`config.mk`:
```
export PLATFORM = sky130hd
export DESIGN_NAME = if_stage_flat
export DESIGN_NICKNAME = d
export VERILOG_FILES = /design/src/rtl/if_stage_if.sv /design/src/rtl/if_stage.sv /design/src/flat_wrapper.sv
export SDC_FILE = /design/constraint.sdc
export NUM_CORES = 1
export LEC_CHECK = 0
export BUFFER_PORTS_ARGS = -buffer_cell sky130_fd_sc_hd__buf_4
export CAP_MARGIN = 20
export CORE_MARGIN = 3
export CORE_UTILIZATION = 37
export DETAILED_ROUTE_END_ITERATION = 12
export SETUP_SLACK_MARGIN = 0.5
export SLEW_MARGIN = 20
export SYNTH_ARGS = -nofsm -noshare
export SYNTH_HDL_FRONTEND = slang
export SYNTH_SLANG_ARGS = --single-unit
```
`constraint.sdc`:
```
create_clock -name clk -period 3.2 [get_ports clk]
set_input_delay 0.32 -clock clk [delete_from_list [all_inputs] [get_ports clk]]
set_output_delay 0.32 -clock clk [all_outputs]
set_load 0.01 [all_outputs]
```
`src/rtl/if_stage_if.sv`:
```
// IF-side bundle: the IF->ID pipeline signals, ID's branch bus and the instruction SRAM port.
// master = fetch stage, slave = the ID stage plus memory environment around it.
interface if_stage_if;
  logic        ds_allowin;
  logic [33:0] br_bus;
  logic        fs_to_ds_valid;
  logic [63:0] fs_to_ds_bus;
  logic        inst_sram_req;
  logic        inst_sram_wr;
  logic [1:0]  inst_sram_size;
  logic [31:0] inst_sram_addr;
  logic [31:0] inst_sram_wdata;
  logic        inst_sram_addr_ok;
  logic        inst_sram_data_ok;
  logic [31:0] inst_sram_rdata;

  modport master (
    input  ds_allowin, br_bus, inst_sram_addr_ok, inst_sram_data_ok, inst_sram_rdata,
    output fs_to_ds_valid, fs_to_ds_bus, inst_sram_req, inst_sram_wr, inst_sram_size,
           inst_sram_addr, inst_sram_wdata
  );

  modport slave (
    output ds_allowin, br_bus, inst_sram_addr_ok, inst_sram_data_ok, inst_sram_rdata,
    input  fs_to_ds_valid, fs_to_ds_bus, inst_sram_req, inst_sram_wr, inst_sram_size,
           inst_sram_addr, inst_sram_wdata
  );
endinterface

```
`src/rtl/if_stage.sv`:
```
// MIPS instruction-fetch stage: one outstanding SRAM fetch, a one-entry instruction slot
// towards ID, and a branch buffer that keeps delay-slot-first fetch ordering.
module if_stage #(
  parameter logic [31:0] RESET_PC = 32'hbfc00000
) (
  input  logic        clk,
  input  logic        reset,
  if_stage_if.master  bus,
  output logic [1:0]  dbg_state
);

  typedef enum logic [1:0] {
    S_IDLE = 2'd0,
    S_REQ  = 2'd1,
    S_WAIT = 2'd2
  } state_t;

  state_t      state;
  state_t      state_nxt;
  logic [31:0] fs_pc;
  logic [31:0] fs_inst;
  logic        fs_valid;
  logic        br_buf_valid;
  logic [31:0] br_buf;
  logic [31:0] next_pc;
  logic        issue;
  logic        handshake;
  logic        fill;
  logic        br_stall;
  logic        br_taken;
  logic [31:0] br_target;
  logic        br_live;

  assign br_stall  = bus.br_bus[33];
  assign br_taken  = bus.br_bus[32];
  assign br_target = bus.br_bus[31:0];
  assign br_live   = br_taken & ~br_stall;

  // Handshakes: the slot moves to ID on a cycle with fs_to_ds_valid & ds_allowin; a fetch
  // request is accepted on inst_sram_req & addr_ok, and its data lands on data_ok while waiting.
  assign handshake = fs_valid & bus.ds_allowin;
  assign fill      = (state == S_WAIT) & bus.inst_sram_data_ok;

  always_comb begin
    state_nxt = state;
    issue     = 1'b0;
    case (state)
      S_IDLE: begin
        if ((!fs_valid || handshake) && !br_stall) begin
          issue     = 1'b1;
          state_nxt = S_REQ;
        end
      end
      S_REQ: begin
        if (bus.inst_sram_addr_ok) state_nxt = S_WAIT;
      end
      S_WAIT: begin
        if (bus.inst_sram_data_ok) state_nxt = S_IDLE;
      end
      default: state_nxt = S_IDLE;
    endcase
  end

  // A live branch wins over the buffer; the buffer covers a branch seen while we could not issue.
  always_comb begin
    next_pc = fs_pc + 32'd4;
    if (br_live)           next_pc = br_target;
    else if (br_buf_valid) next_pc = br_buf;
  end

  always_ff @(posedge clk or posedge reset) begin
    if (reset) state <= S_REQ;
    else       state <= state_nxt;
  end

  always_ff @(posedge clk or posedge reset) begin
    if (reset) begin
      fs_pc        <= RESET_PC;
      fs_inst      <= 32'd0;
      fs_valid     <= 1'b0;
      br_buf_valid <= 1'b0;
      br_buf       <= 32'd0;
    end else begin
      if (issue) fs_pc <= next_pc;
      // A fill only happens into an empty slot, so it never collides with a handshake.
      if (fill) begin
        fs_inst  <= bus.inst_sram_rdata;
        fs_valid <= 1'b1;
      end else if (handshake) begin
        fs_valid <= 1'b0;
      end
      if (issue) begin
        br_buf_valid <= 1'b0;
      end else if (br_live) begin
        br_buf       <= br_target;
        br_buf_valid <= 1'b1;
      end
    end
  end

  assign bus.inst_sram_req   = (state == S_REQ) & ~reset;
  assign bus.inst_sram_wr    = 1'b0;
  assign bus.inst_sram_size  = 2'b10;
  assign bus.inst_sram_addr  = fs_pc;
  assign bus.inst_sram_wdata = 32'd0;

  // The pc half stays visible while empty: ID derives branch targets from it.
  assign bus.fs_to_ds_valid = fs_valid;
  assign bus.fs_to_ds_bus   = {(fs_valid ? fs_inst : 32'd0), fs_pc};

  assign dbg_state = state;

endmodule

```
`src/flat_wrapper.sv`:
```
// flat-port wrapper written by rule: the top's interface ports become plain ports
module if_stage_flat 
#(
  parameter logic [31:0] RESET_PC = 32'hbfc00000
)
  (clk, reset, dbg_state, bus_ds_allowin, bus_br_bus, bus_inst_sram_addr_ok, bus_inst_sram_data_ok, bus_inst_sram_rdata, bus_fs_to_ds_valid, bus_fs_to_ds_bus, bus_inst_sram_req, bus_inst_sram_wr, bus_inst_sram_size, bus_inst_sram_addr, bus_inst_sram_wdata);
  if_stage_if bus_i ();
  input  logic clk;
  input  logic reset;
  output logic [1:0] dbg_state;
  input wire logic [$bits(bus_i.ds_allowin)-1:0] bus_ds_allowin;
  input wire logic [$bits(bus_i.br_bus)-1:0] bus_br_bus;
  input wire logic [$bits(bus_i.inst_sram_addr_ok)-1:0] bus_inst_sram_addr_ok;
  input wire logic [$bits(bus_i.inst_sram_data_ok)-1:0] bus_inst_sram_data_ok;
  input wire logic [$bits(bus_i.inst_sram_rdata)-1:0] bus_inst_sram_rdata;
  output wire logic [$bits(bus_i.fs_to_ds_valid)-1:0] bus_fs_to_ds_valid;
  output wire logic [$bits(bus_i.fs_to_ds_bus)-1:0] bus_fs_to_ds_bus;
  output wire logic [$bits(bus_i.inst_sram_req)-1:0] bus_inst_sram_req;
  output wire logic [$bits(bus_i.inst_sram_wr)-1:0] bus_inst_sram_wr;
  output wire logic [$bits(bus_i.inst_sram_size)-1:0] bus_inst_sram_size;
  output wire logic [$bits(bus_i.inst_sram_addr)-1:0] bus_inst_sram_addr;
  output wire logic [$bits(bus_i.inst_sram_wdata)-1:0] bus_inst_sram_wdata;
  assign bus_i.ds_allowin = bus_ds_allowin;
  assign bus_i.br_bus = bus_br_bus;
  assign bus_i.inst_sram_addr_ok = bus_inst_sram_addr_ok;
  assign bus_i.inst_sram_data_ok = bus_inst_sram_data_ok;
  assign bus_i.inst_sram_rdata = bus_inst_sram_rdata;
  assign bus_fs_to_ds_valid = bus_i.fs_to_ds_valid;
  assign bus_fs_to_ds_bus = bus_i.fs_to_ds_bus;
  assign bus_inst_sram_req = bus_i.inst_sram_req;
  assign bus_inst_sram_wr = bus_i.inst_sram_wr;
  assign bus_inst_sram_size = bus_i.inst_sram_size;
  assign bus_inst_sram_addr = bus_i.inst_sram_addr;
  assign bus_inst_sram_wdata = bus_i.inst_sram_wdata;
  if_stage #(.RESET_PC(RESET_PC)) u_core (.clk(clk), .reset(reset), .bus(bus_i), .dbg_state(dbg_state));
endmodule
```
==> impl_metrics.json <==
{
  "max_stage_delay_ns": 0.93,
  "crit_family": "flip-flops",
  "top_usage_layer": "met2",
  "synth_top_flop_cell": "dfrtp_1",
  "hold_viol": 0,
  "vias": 4556,
  "yosysUniqueCellTypes": 57,
  "worst_hold_slack_ns": 0.1416,
  "drv_slew": 0,
  "power.share.clock": 0.174,
  "cts_max_level": 3,
  "root_buffer": "clkbuf_16",
  "synth_seq_area_share": 0.4525,
  "status": "completed",
  "tritoncts": "yes",
  "portBuffers": 170,
  "start_kind": "flip-flop",
  "synth_edf_count": 0,
  "drive_gt1_frac": 0.4120,
  "layout_commonest_cell": "buf_4",
  "hold_buffers": 0,
  "wire_per_inst_um": 17.62,
  "post_cts_resized": 0,
  "cts_setup_buffers": 0,
  "die_w_um": 128.6,
  "dp_slack_ns": 0.9337,
  "final_core_util": 0.4763,
  "seqPwrFrac": 0.406,
  "die_height_um": 128.6,
  "fin_crit_sh": 0.7171,
  "critical_path_required_ns": 3.44,
  "crit_type": "reg2reg",
  "grt_pass1_vias": 4603,
  "syn_area_sq_um": 5558,
  "slew_headroom": 0.4022,
  "rows": 44,
  "clock_path_buffers": 2,
  "synth.avg_cell_area_sq_um": 10.14,
  "irDropWorstVdd_v": 0.0003223,
  "fmax_mhz": 435.8,
  "grt.met3_usage": 0.07098,
  "place_congestion": 0.8586,
  "grtUsageMet2": 0.2911,
  "switching_share": 0.3721,
  "coreArea_sq_um": 14590,
  "grt_pass1_wl_um": 24140,
  "cts_buffers": 9,
  "clock_skew_ns": 0.006250,
  "vias_per_cell": 5.261,
  "antenna_found_initial": 0,
  "grt_max_degree": 65,
  "tightestPinTransition_ns": 0.8967,
  "drc": 0,
  "grtUsageMet1": 0.2340,
  "internal_power_mw": 3.835,
  "totalWireLength_um": 15260,
  "ant_nets": 0,
  "path_cells": "inv_1 > nand2_1 > o311ai_0 > a22o_1",
  "drtIter0Drc": 282,
  "p_leak_nw": 3.216,
  "cp_data_arrival_time_ns": 2.53,
  "setup_tns_ns": 0,
  "max_cap_viol_count": 0,
  "cts.sink_count": 100,
  "p_comb_frac": 0.420,
  "syn_inst": 548,
  "antennaDiodeCount": 0,
  "min_path_type": "in2async",
  "die_area_sq_um": 16530,
  "fin_crit_ns": 2.295,
  "fin_ws_ns": 0.9054,
  "path_clk_slew_ns": 0.07,
  "ioPinCount": 206,
  "insertion_delay_ns": 0.34,
  "crit_fanout": 25,
  "p_sw_mw": 2.273,
  "gr-total-overflow": 0,
  "grt_use_total": 0.1850,
  "cpMaxStageDelayCell": "dfrtp_1",
  "p_per_area_nw_per_um2": 878.9,
  "nNetsFinal": 749,
  "ys_async_sr_fraction": 1.000,
  "dr.pass1.iters": 5,
  "critPathBufInv": 1,
  "fillers": 1372,
  "start_util": 0.3810,
  "ys_ff_latch": 100,
  "timing.final.setup_violations": 0,
  "rsz0062_at_grt": "no",
  "ys_warn_count": 0,
  "most-common-layout-cells": "buf_4 (180), dfrtp_1 (90), mux2_2 (63)",
  "hpwl_um": 11000,
  "area_delta_synth_final_pct": 25.03,
  "crit_path_end_kind": "flip-flop"
}
[per-stage QoR]
| stage | cell area (sq um) | total power [mW] | instances |
|---|---|---|---|
| finish | 6949 | 6.107 | 866 |
| global route | 6949 | 6.564 | 866 |
| CTS | 6949 | 6.158 | 866 |
| detailed placement | 6666 | 5.082 | 850 |
| global placement | 6666 | 4.999 | 850 |
| floorplan | 5685 | 4.107 | 581 |
[power by group through the flow]
stage	sequential, mW	clock [mW]	combinational (mW)
floorplan	2.37	0	1.73
global placement	2.46	0	2.54
detailed placement	2.50	0	2.58
CTS	2.48	1.09	2.59
global route	2.58	1.15	2.83
finish	2.48	1.06	2.57
[path summary, 6_finish.rpt]
path,start,end,slack [ns],cells after the start
worst min register to register,u_core.fs_inst[6],u_core.fs_inst[6],0.50,1
min in group clk,bus_inst_sram_addr_ok,u_core.dbg_state[0],0.15,2
worst min-delay path,reset,u_core.br_buf[9],0.14,2
worst max register to register,u_core.br_buf_valid,u_core.bus.inst_sram_addr[11],0.91,4
max in group asynchronous,reset,u_core.bus.inst_sram_addr[24],2.23,3
worst max-delay path,u_core.br_buf_valid,u_core.bus.inst_sram_addr[11],0.91,4
[final cells by class]
| type | instances | area (sq um) | share of cell area |
|---|---|---|---|
| clock buffers | 15 | 277.8 | 0.03997 |
| flip-flops and latches | 100 | 2515 | 0.3619 |
| well taps | 184 | 230.2 | 0.03313 |
| repair buffers | 181 | 1371 | 0.1973 |
| clock inverters | 1 | 5.005 | 0.0007202 |
| inverters | 5 | 22.52 | 0.003241 |
| multi-input cells | 380 | 2527 | 0.3637 |
[synthesized netlist by cell type, types with 2 or more instances]
| cell | count | share of area |
|---|---|---|
| o2bb2ai_1 | 2 | 0.0032 |
| xnor2_1 | 3 | 0.0047 |
| nand3b_1 | 2 | 0.0027 |
| conb_1 | 2 | 0.0014 |
| nand3_1 | 19 | 0.017 |
| inv_1 | 5 | 0.0034 |
| mux2_2 | 63 | 0.13 |
| xor2_1 | 6 | 0.0095 |
| nand2b_1 | 5 | 0.0056 |
| nor2_1 | 33 | 0.022 |
| and4_1 | 2 | 0.0032 |
| nor3_1 | 3 | 0.0027 |
| dfrtp_1 | 90 | 0.41 |
| a21oi_1 | 23 | 0.021 |
| nand4_1 | 7 | 0.0079 |
| a21o_1 | 2 | 0.0027 |
| o22ai_1 | 9 | 0.010 |
| a221oi_1 | 5 | 0.0079 |
| nor2b_1 | 2 | 0.0023 |
| nor4_1 | 2 | 0.0023 |
| o21ai_0 | 34 | 0.031 |
| and2_1 | 34 | 0.038 |
| nand2_1 | 29 | 0.020 |
| a31oi_1 | 8 | 0.0090 |
| a22o_1 | 6 | 0.0095 |
| o211ai_1 | 2 | 0.0027 |
| or3_1 | 2 | 0.0023 |
| nand3_2 | 2 | 0.0036 |
| and3_1 | 9 | 0.010 |
| a41oi_1 | 3 | 0.0047 |
| a22oi_1 | 4 | 0.0054 |
| dfstp_2 | 10 | 0.047 |
| clkbuf_1 | 20 | 0.014 |
| nor2_2 | 2 | 0.0023 |
| buf_2 | 8 | 0.0072 |
| mux2i_1 | 3 | 0.0054 |
| buf_4 | 67 | 0.090 |
[cell families after synthesis]
| family | after synthesis | synth area share |
|---|---|---|
| other cells | 2 | 0.001351 |
| simple gates | 158 | 0.1526 |
| mux | 67 | 0.1351 |
| flops | 100 | 0.4525 |
| buf+inv | 101 | 0.1155 |
| xor+xnor | 9 | 0.01418 |
| fa+ha+maj | 1 | 0.002251 |
| compound gates | 110 | 0.1265 |
[routing by layer]
metal / routed length (um) / vias to the layer above
met5: 0 / -
met4: 289 / 0
met3: 1684 / 26
met2: 7048 / 244
met1: 6233 / 2192
li1: - / 2094
[flip-flops by register name (all words and copies together) (netlist names)]
signal	flops
u_core.br_buf	32
u_core.br_buf_valid	1
u_core.bus.inst_sram_addr	32
u_core.dbg_state	2
u_core.bus.fs_to_ds_valid	1
u_core.fs_inst	32
(Power assumes the default switching activity.)
